### config.mk
export PLATFORM = sky130hd
export DESIGN_NAME = vector_fp_regfile
export DESIGN_NICKNAME = d
export VERILOG_FILES = /design/src/rtl/vector_fp_regfile.sv
export SDC_FILE = /design/constraint.sdc
export NUM_CORES = 1
export LEC_CHECK = 0
export ABC_CLOCK_PERIOD_IN_PS = 5920
export CORE_AREA = 2 2 347 349
export DETAILED_ROUTE_END_ITERATION = 8
export DIE_AREA = 0 0 349 351
export PLACE_DENSITY = 0.35
export SYNTH_ARGS = -nofsm -noshare
export SYNTH_HDL_FRONTEND = slang
export SYNTH_SLANG_ARGS = --single-unit
### constraint.sdc
create_clock -name clk_i -period 5.92 [get_ports clk_i]
set_input_delay 1.48 -clock clk_i [delete_from_list [all_inputs] [get_ports clk_i]]
set_output_delay 1.48 -clock clk_i [all_outputs]
set_load 0.005 [all_outputs]
### src/rtl/vector_fp_regfile.sv
// Four-bank vector FP register file: three-operand forked reads and a byte-strobed write port,
// with round-robin arbitration per bank. Define VECTOR_FP_REGFILE_TRACE_EN for a per-transfer trace.
module vector_fp_regfile #(
  parameter int DATA_WIDTH     = 64,
  parameter int MEM_ADDR_WIDTH = 6,
  parameter int TAG_WIDTH      = 8,
  localparam int ADDR_WIDTH    = MEM_ADDR_WIDTH + 2,
  localparam int STRB_WIDTH    = DATA_WIDTH / 8
) (
  input  logic                                clk_i,
  input  logic                                rst_i,
  input  logic [2:0][ADDR_WIDTH-1:0]          raddr_i,
  input  logic [2:0]                          ren_i,
  input  logic [TAG_WIDTH-1:0]                rtag_i,
  input  logic                                rvalid_i,
  output logic                                rready_o,
  output logic [2:0][DATA_WIDTH-1:0]          rdata_o,
  output logic [TAG_WIDTH-1:0]                rtag_o,
  output logic                                rvalid_o,
  input  logic                                rready_i,
  input  logic                                wr_valid_i,
  output logic                                wr_ready_o,
  input  logic [ADDR_WIDTH-1:0]               wr_addr_i,
  input  logic [DATA_WIDTH-1:0]               wr_data_i,
  input  logic [STRB_WIDTH-1:0]               wr_strb_i,
  output logic                                wr_rsp_valid_o,
  output logic [3:0]                          mem_req_o,
  input  logic [3:0]                          mem_gnt_i,
  output logic [3:0][MEM_ADDR_WIDTH-1:0]      mem_addr_o,
  output logic [3:0]                          mem_we_o,
  output logic [3:0][DATA_WIDTH-1:0]          mem_wdata_o,
  output logic [3:0][STRB_WIDTH-1:0]          mem_strb_o,
  input  logic [3:0][DATA_WIDTH-1:0]          mem_rdata_i
);

  function automatic logic [1:0] rr_pick(input logic [3:0] req, input logic [1:0] ptr);
    logic [1:0] idx;
    logic       hit;
    rr_pick = ptr;
    hit     = 1'b0;
    for (int k = 0; k < 4; k++) begin
      idx = ptr + 2'(k);
      if (!hit && req[idx]) begin
        rr_pick = idx;
        hit     = 1'b1;
      end
    end
  endfunction

  logic [2:0]            pending, trk_room, buf_ok, op_req, op_gnt;
  logic [2:0]            opd_vld, opd_pop, trk_head, trk_ok;
  logic [1:0]            op_bank [3];
  logic [3:0]            acc, done_q;
  logic                  wr_req, wr_gnt, out_fire;
  logic [1:0]            wr_bank;
  logic [3:0]            bank_req [4];
  logic [1:0]            sel [4];
  logic [1:0]            rr_q [4];
  logic [DATA_WIDTH-1:0] opd_data [3];

  logic                  trk_mem_q [3][2];
  logic [2:0]            trk_rd_q, trk_wr_q;
  logic [1:0]            trk_cnt_q [3];
  logic [TAG_WIDTH-1:0]  tag_mem [2];
  logic                  tag_rd_q, tag_wr_q;
  logic [1:0]            tag_cnt_q;
  logic [2:0]            buf_vld_q;
  logic [DATA_WIDTH-1:0] buf_data [3];
  logic [2:0]            rd_vld_p1;
  logic [1:0]            rd_bank_p1 [3];
  logic                  wr_rsp_vld_p1;

  // Result stage: fall-through operand buffers joined with the tag and track spill registers
  always_comb begin
    for (int i = 0; i < 3; i++) begin
      opd_vld[i]  = buf_vld_q[i] | rd_vld_p1[i];
      opd_data[i] = buf_vld_q[i] ? buf_data[i] : mem_rdata_i[rd_bank_p1[i]];
      trk_head[i] = trk_mem_q[i][trk_rd_q[i]];
      trk_ok[i]   = (trk_cnt_q[i] != 2'd0) && (!trk_head[i] || opd_vld[i]);
    end
  end

  assign rvalid_o = !rst_i && (tag_cnt_q != 2'd0) && (&trk_ok);
  assign out_fire = rvalid_o && rready_i;
  assign rtag_o   = tag_mem[tag_rd_q];

  always_comb begin
    for (int i = 0; i < 3; i++) begin
      opd_pop[i] = out_fire && trk_head[i];
      rdata_o[i] = trk_head[i] ? opd_data[i] : '0;
    end
  end

  // Issue stage: an operand may only go to a bank if its buffer is free when the data returns
  always_comb begin
    wr_req  = wr_valid_i && !rst_i;
    wr_bank = wr_addr_i[1:0];
    for (int i = 0; i < 3; i++) begin
      pending[i]  = rvalid_i && !done_q[i];
      trk_room[i] = (trk_cnt_q[i] != 2'd2);
      buf_ok[i]   = !opd_vld[i] || opd_pop[i];
      op_bank[i]  = raddr_i[i][1:0];
      op_req[i]   = !rst_i && pending[i] && ren_i[i] && trk_room[i] && buf_ok[i];
    end
  end

  always_comb begin
    for (int b = 0; b < 4; b++) begin
      bank_req[b][3] = wr_req && (wr_bank == 2'(b));
      for (int i = 0; i < 3; i++)
        bank_req[b][i] = op_req[i] && (op_bank[i] == 2'(b));
    end
  end

  always_comb begin
    for (int b = 0; b < 4; b++) begin
      sel[b]         = rr_pick(bank_req[b], rr_q[b]);
      mem_req_o[b]   = |bank_req[b];
      mem_we_o[b]    = mem_req_o[b] && (sel[b] == 2'd3);
      mem_wdata_o[b] = wr_data_i;
      mem_strb_o[b]  = wr_strb_i;
      case (sel[b])
        2'd0:    mem_addr_o[b] = raddr_i[0][ADDR_WIDTH-1:2];
        2'd1:    mem_addr_o[b] = raddr_i[1][ADDR_WIDTH-1:2];
        2'd2:    mem_addr_o[b] = raddr_i[2][ADDR_WIDTH-1:2];
        default: mem_addr_o[b] = wr_addr_i[ADDR_WIDTH-1:2];
      endcase
    end
  end

  always_comb begin
    for (int i = 0; i < 3; i++) begin
      op_gnt[i] = op_req[i] && mem_gnt_i[op_bank[i]] && (sel[op_bank[i]] == 2'(i));
      acc[i]    = !rst_i && pending[i] && trk_room[i] && (ren_i[i] ? op_gnt[i] : 1'b1);
    end
    wr_gnt = wr_req && mem_gnt_i[wr_bank] && (sel[wr_bank] == 2'd3);
    acc[3] = !rst_i && rvalid_i && !done_q[3] && (tag_cnt_q != 2'd2);
  end

  assign rready_o       = !rst_i && rvalid_i && (&(done_q | acc));
  assign wr_ready_o     = wr_gnt;
  assign wr_rsp_valid_o = wr_rsp_vld_p1;

  // Bank-return stage: control state, cleared by reset so in-flight reads are dropped
  always_ff @(posedge clk_i or posedge rst_i) begin
    if (rst_i) begin
      done_q        <= '0;
      rd_vld_p1     <= '0;
      buf_vld_q     <= '0;
      trk_rd_q      <= '0;
      trk_wr_q      <= '0;
      tag_rd_q      <= 1'b0;
      tag_wr_q      <= 1'b0;
      tag_cnt_q     <= '0;
      wr_rsp_vld_p1 <= 1'b0;
      for (int i = 0; i < 3; i++) begin
        trk_cnt_q[i]    <= '0;
        trk_mem_q[i][0] <= 1'b0;
        trk_mem_q[i][1] <= 1'b0;
      end
      for (int b = 0; b < 4; b++) rr_q[b] <= '0;
    end else begin
      done_q        <= rready_o ? '0 : (done_q | acc);
      rd_vld_p1     <= op_gnt;
      wr_rsp_vld_p1 <= wr_gnt;
      for (int b = 0; b < 4; b++)
        if (mem_req_o[b] && mem_gnt_i[b]) rr_q[b] <= sel[b] + 2'd1;
      for (int i = 0; i < 3; i++) begin
        if (acc[i]) begin
          trk_mem_q[i][trk_wr_q[i]] <= ren_i[i];
          trk_wr_q[i]               <= ~trk_wr_q[i];
        end
        if (out_fire) trk_rd_q[i] <= ~trk_rd_q[i];
        trk_cnt_q[i] <= trk_cnt_q[i] + {1'b0, acc[i]} - {1'b0, out_fire};
        if (buf_vld_q[i]) begin
          if (opd_pop[i]) buf_vld_q[i] <= 1'b0;
        end else if (rd_vld_p1[i] && !opd_pop[i]) begin
          buf_vld_q[i] <= 1'b1;
        end
      end
      if (acc[3]) tag_wr_q <= ~tag_wr_q;
      if (out_fire) tag_rd_q <= ~tag_rd_q;
      tag_cnt_q <= tag_cnt_q + {1'b0, acc[3]} - {1'b0, out_fire};
    end
  end

  always_ff @(posedge clk_i) begin
    if (acc[3]) tag_mem[tag_wr_q] <= rtag_i;
    for (int i = 0; i < 3; i++) begin
      if (op_gnt[i]) rd_bank_p1[i] <= op_bank[i];
      if (!buf_vld_q[i] && rd_vld_p1[i]) buf_data[i] <= mem_rdata_i[rd_bank_p1[i]];
    end
  end

`ifdef VECTOR_FP_REGFILE_TRACE_EN
  always @(posedge clk_i) begin
    if (rready_o)
      $display("vector_fp_regfile: read addr=%h/%h/%h en=%b tag=%h",
               raddr_i[0], raddr_i[1], raddr_i[2], ren_i, rtag_i);
    if (wr_ready_o)
      $display("vector_fp_regfile: write addr=%h data=%h", wr_addr_i, wr_data_i);
  end
`endif

endmodule

After elaboration in Yosys (flattened, before gate mapping)
Memories as Yosys holds them, arrays and structs flattened. Index checks and enable logic that the tools add are counted.

Add/subtract/negate cells: 24. Multiply operators: 0. Divide/modulo/power cells: 0. Order comparisons: 36. Eq/ne operators: 31. Shift-type cells: 0. Multiplexer cells: 137. Bitwise logic cells: 22. Reduce and logical (&&, ||, !) cells: 142.

Operators by type and width (count): two-way mux 64 bit (9); binary-select mux 64 bit (select 2 bit) (3); logical AND 1 bit (88); case mux 6 bit (3 select lines) (4); two-way mux 1 bit (70); less-than comparator 2 x 3 -> 1 bit (second input constant) (23); binary-select mux 1 bit (select 2 bit) (20); two-way mux 2 bit (20); == test 2 bit (second input constant) (18); logical NOT 1 bit (29); == test 2 x 1 -> 1 bit (second input constant) (9); logical NOT 2 bit (9); adder 2 x 1 -> 2 bit (second input constant) (8); adder 2 bit (second input constant) (8); binary-select mux 2 bit (select 2 bit) (4); OR reduction 4 bit (4); greater-or-equal comparator 2 bit (second input constant) (6); greater-or-equal comparator 3 bit (second input constant) (4); inverter 1 -> 2 bit (6); inverter 2 -> 3 bit (4); adder 2 x 1 -> 2 bit (4); inequality test 2 bit (second input constant) (4); inverter 1 bit (8); nonzero test 2 bit (4); 10 further kinds (26).

Register bits after elaboration: 41. Latch bits: 0. Memory bits (writable): 214. Bits in read-only memories: 0. Logic and storage cells: 419. Memories kept: 3.

Memory list: buf_data (depth 3, bits a word 64, read ports 3, clocked after memory_dff 0, wr ports 3, line 68) `logic [DATA_WIDTH-1:0] buf_data [3];`; tag_mem (depth 2, bits a word 8, read ports 1, clocked after memory_dff 0, wr ports 1, line 64) `logic [TAG_WIDTH-1:0] tag_mem [2];`; rd_bank_p1 (depth 3, bits a word 2, read ports 3, clocked after memory_dff 0, wr ports 3, line 70) `logic [1:0] rd_bank_p1 [3];`.

Longest topological paths before layout
Depth in word-level cells: 37. Mapped depth: 16. Gate-level depth less buffers: 13.

Least setup slack after synthesis
OpenSTA, ideal clock, no wires.

Kind: in2out. Start point: input port rst_i. End point: output port rready_o. Data arrival time: 4251 ps. Required time: 4440 ps. Slack: 189 ps. Cell stages on the path: 13. Path through: o21ba_2 -> o211ai_1 -> o41ai_4 -> inv_2 -> nor4_4 -> o22ai_1 -> a211o_1 -> buf_6 -> o31a_1 -> or4_1 -> buf_2 -> nand2_1 -> and3_1.

Cells in the longest elaborated chain, start to end: 30. Elaborated cells between the ends (all ways): 152. Those cells by class: eq/ne (2); mux (68); bitwise (1); reduce/logical (81).

RTL lines: start, declared (line 11) `input logic rst_i,`; logical NOT 1 bit (no line) (*); logical AND 1 bit (2 in series) (line 83) `assign rvalid_o = !rst_i && (tag_cnt_q != 2'd0) && (&trk_ok);`; logical AND 1 bit (line 84) `assign out_fire = rvalid_o && rready_i;`; logical AND 1 bit (line 89) `opd_pop[i] = out_fire && trk_head[i];`; logical OR 1 bit (line 101) `buf_ok[i] = !opd_vld[i] || opd_pop[i];`; logical AND 1 bit (line 103) `op_req[i] = !rst_i && pending[i] && ren_i[i] && trk_room[i] && buf_ok[i];`; logical AND 1 bit (line 111) `bank_req[b][i] = op_req[i] && (op_bank[i] == 2'(b));`; binary-select mux 1 bit (select 2 bit) (line 43) `if (!hit && req[idx]) begin`; (+12 left out); two-way mux 2 bit (not written as such) (2 in series) (line 133) `op_gnt[i] = op_req[i] && mem_gnt_i[op_bank[i]] && (sel[op_bank[i]] == 2'(i));`; == test 2 x 1 -> 1 bit (tied with other cells) (line 133); logical AND 1 bit (line 133); two-way mux 1 bit (line 134) `acc[i] = !rst_i && pending[i] && trk_room[i] && (ren_i[i] ? op_gnt[i] : 1'b1);`; logical AND 1 bit (line 134); OR 4 bit (line 140) `assign rready_o = !rst_i && rvalid_i && (&(done_q | acc));`; AND reduction 4 bit (line 140); logical AND 1 bit (*) (line 140); end, declared (line 16) `output logic rready_o,`.

Mark *: on every way between the ends. The rest lies on a longest branch, timed or not. The select of a mux whose other input is x is not followed.

Worst setup path after layout
Ends and elaborated chain as after synthesis.

==> summary.md <==
| Metric | Value |
|---|---|
| Initial antenna violation count | 14 |
| Worst Max-Slew Pin Slew | 1017 ps |
| Die area | 122,500 um^2 |
| Pwr Density | 342.5 nW/um^2 |
| Hold Vio Cnt, Final | 0 |
| Final setup vio count | 0 |
| Global route total overflow | 0 |
| Area contributors post-synth | edfxtp_1 32%, mux4_2 22%, buf_4 11%, mux2i_1 11%, dfrtp_1 5.2% |
| CTS tree | built |
| Met1 WL | 40.29 mm |
| Crit path max fanout | 4 |
| Setup CP Type | primary input to output port |
| IO buf count | 543 |
| Share of layout cells above drive strength 1 | 0.2639 |
| Final TNS setup | 0 ps |
| Critical path's slowest cell | buf_4 |
| Worst Hold Class | flop to flop |
| Drt via density | between 4 and 5 |
| Final min period | 5860 ps |
| WP data arrival | 4380 ps |
| Worst vdd ir | 0.0002321 V |
| Mapped Cells | roughly 1,700 |
| # nets final | around 2,400 |
| Tot Pwr | about 9.6 mW |
| Critical path buffers and inverters | 6 |
| Clock Sinks | 255 |
| Outcome | complete, no violations |
| RSZ-0062 raised after global routing | yes |
| DRT Pass-1 Iters | 5 |
| FFs w/ async S/R, synth | 0.1608 |
| Post-synth EDFFs | 214 |
| Seq/Total Area, Yosys | 0.3757 |
| Rows | 127 |
| DRT antenna net count | 0 |
| Crit-path max cell delay | 240 ps |
| Max Clock Freq | 0.1706 GHz |
| Most frequent CP cell | buf_4 |
| Vias in the first global route | 16,727 |
| Area growth, synth to finish | 41.01% |
| Die Span Y | around 350 um |
| Met2 wire length | 50.16 mm |
| Detailed-route wire length per cell | 27.91 um |
| Clk pin slew, worst setup/hold paths | 60 ps |
| H-tree depth | 2 |
| Worst path cell trace | buf_6, o21ba_4, o211ai_1, buf_4, o41ai_4, buf_4, nand4_1, buf_4, o32ai_4, nor3_2, buf_4, o21ai_1, o211ai_1, a21oi_2, and3_4, buf_6 |
| Area leader, netlist | edfxtp_1 |
| Via Count | ~16,000 |
| All-Layer GR Usage | 0.1579 |
| Setup WS pre-CTS | -1051 ps |
| DRC | 0 |
| Die Span X | 349 um |
| Synth top area share | 0.3240 |
| Inserted Clock Buffers | 40 |
| Worst Path Required | 4440 ps |
| Fin crit share | 0.9899 |
| RD Place Congestion | 0.8531 |
| Initial Util | 0.1666 |
| Clock latency on the worst-skew pair | roughly 600 ps |
| Yosys reg bits | between 200 and 300 |
| Critical Path Sink Type | output port |
| CP delay by family, top | compound AO/OA/AOI/OAI gates |
| Max-slew violation count | 0 |
| Max-Cap Viols | 0 |
| DRT iter0 DRCs | 625 |
| WL met3 | between 8 and 9 mm |
| First-pass GRT wire length | 136.6 mm |
| Leakage | 9.769 nW |
| Core Footprint | about 120,000 um^2 |
| CTS max path bufs | 3 |
| Number of distinct library cells after synthesis | 71 |
| CTS root buf | clkbuf_16 |
| Critical path launch point type | primary input |
| Mean post-synth cell area | 11.97 um^2 |
| Post-synth top flop | edfxtp_1 |
| Routed WL | 100.5 mm |
| Top Layer Used | met5 |
| Final worst setup slack | 59.72 ps |
| Rel. slew slack | 0.3164 |
| Final Skew | 24.47 ps |
| Min Hold Slack | 471.5 ps |
| Dpl hpwl | 71.59 mm |
| IO Count | 904 |
| YS warnings | 0 |
| Area of the mapped netlist | 19,830 um^2 |
| Syn_nets | around 2,000 |
| Pin count of the biggest net entering global routing | 66 |
[cells in the final DEF (no fill, tap or decap), drive strengths merged, types with 14 or more instances in the layout]
cell,instances
nand2,67
clkdlybuf4s50,509
dlygate4sd2,24
a31oi,15
dfrtp,41
xnor2,18
o21ai,22
mux2,21
inv,32
nor3,14
a21oi,28
clkbuf,49
mux4,194
buf,184
and3,15
mux2i,213
clkinv,18
edfxtp,214
nor2,218
nor2b,15
[registers in the layout, summed over array words and instances (netlist names), 2 cells and up]
signal,cells
buf_data,192
tag_mem,16
rr_q,8
rd_bank_p1,6
trk_cnt_q,6
trk_mem_q,6
done_q,4
buf_vld_q,3
rd_vld_p1,3
trk_rd_q,3
trk_wr_q,3
tag_cnt_q,2
[layer usage]
layer	GRT usage	vias to the layer above
met5	0	-
met4	0.03633	20
met3	0.05008	121
met2	0.2764	790
met1	0.1876	7928
li1	-	6712
[kinds of logic (layout without fill, tap and decap cells)]
logic type | count (synthesis) | count (layout) | share of synthesized area
buf+inv | 431 | 824 | 0.1365
mux | 428 | 428 | 0.3405
simple gates | 386 | 386 | 0.08624
flops | 255 | 255 | 0.3757
compound gates | 130 | 130 | 0.04751
xor+xnor | 19 | 19 | 0.008391
fa+ha+maj | 8 | 8 | 0.005047
other cells | 0 | 3 | 0
[per-stage QoR]
step	utilization	std cells	instance area, um^2
final	0.2350	3601	27970
after global routing	0.2349	3599	27960
after CTS	0.2331	3591	27750
after detailed placement	0.2183	3491	25980
after global placement	0.2183	3491	25980
after floorplan	-	1657	19830
[final timing paths]
kind	startpoint	end	slack [ps]	cells past startpoint
worst min-delay path	trk_wr_q[2]	trk_mem_q[0]	470	1
worst min register to register	trk_wr_q[2]	trk_mem_q[0]	470	1
worst max-delay path	rst_i	rready_o	60	16
max in group asynchronous	rst_i	buf_vld_q[1]	3850	4
worst max register to register	trk_rd_q[2]	trk_cnt_q[1]	1610	17
min in group asynchronous	rst_i	tag_cnt_q[0]	1180	3
[worst reg2reg max path: cells and delay by family, from the launching register on]
family                     cells  cell delay (ps)
AOI/OAI and AO/OA              6             1700
buffers and inverters          5              910
DFF                            1              410
muxes                          1              400
and+or+nand+nor                2              310
xor gates and xnor gates       2              260
adders and majority gates      1              240
[cells in the mapped netlist, types with 4 or more instances]
| master | count |
|---|---|
| a31oi_1 | 15 |
| inv_1 | 28 |
| buf_1 | 40 |
| edfxtp_1 | 214 |
| or3_1 | 5 |
| ha_1 | 8 |
| buf_4 | 288 |
| xnor2_1 | 18 |
| nand3b_1 | 5 |
| mux4_2 | 194 |
| nand2_1 | 67 |
| nor2_1 | 218 |
| or4_1 | 4 |
| nand4_1 | 7 |
| nand2b_1 | 6 |
| and2_1 | 4 |
| mux2i_1 | 211 |
| mux2_2 | 21 |
| o211ai_1 | 8 |
| nor3_1 | 14 |
| a211oi_1 | 9 |
| nor2b_1 | 15 |
| a21oi_1 | 27 |
| dfrtp_1 | 41 |
| o21ai_0 | 21 |
| a211o_1 | 5 |
| clkbuf_1 | 70 |
| o32ai_1 | 5 |
| and3_1 | 15 |
| a2bb2oi_1 | 5 |
| nand3_1 | 10 |
| or2_2 | 5 |
[final cells by class]
type / instances / area [um^2]
antenna: 3 / 7.507
clock buffer: 48 / 1052
clock inverter: 24 / 196.4
fill: 12638 / 91050
inverter: 31 / 116.4
multi-input combinational: 971 / 10140
sequential: 255 / 7463
tap: 1548 / 1937
timing repair buffer: 721 / 7056
[timing repair]
action / 4_1_cts / 5_1_grt
setup buffers: 28 / 7
endpoints found under the setup margin: 31 / 29
hold buffers: 0 / 0
gates resized for setup: 125 / 33
cloned: 1 / 0
pin swaps: 36 / 20
[report_power, final]
group | total [mW] | leakage (nW) | switching, mW | internal, mW
Sequential | 2.31 | 2.42 | 0.196 | 2.11
Clock | 2.37 | 0.609 | 1.01 | 1.36
Combinational | 4.89 | 6.74 | 2.49 | 2.40
(Power assumes the default switching activity.)
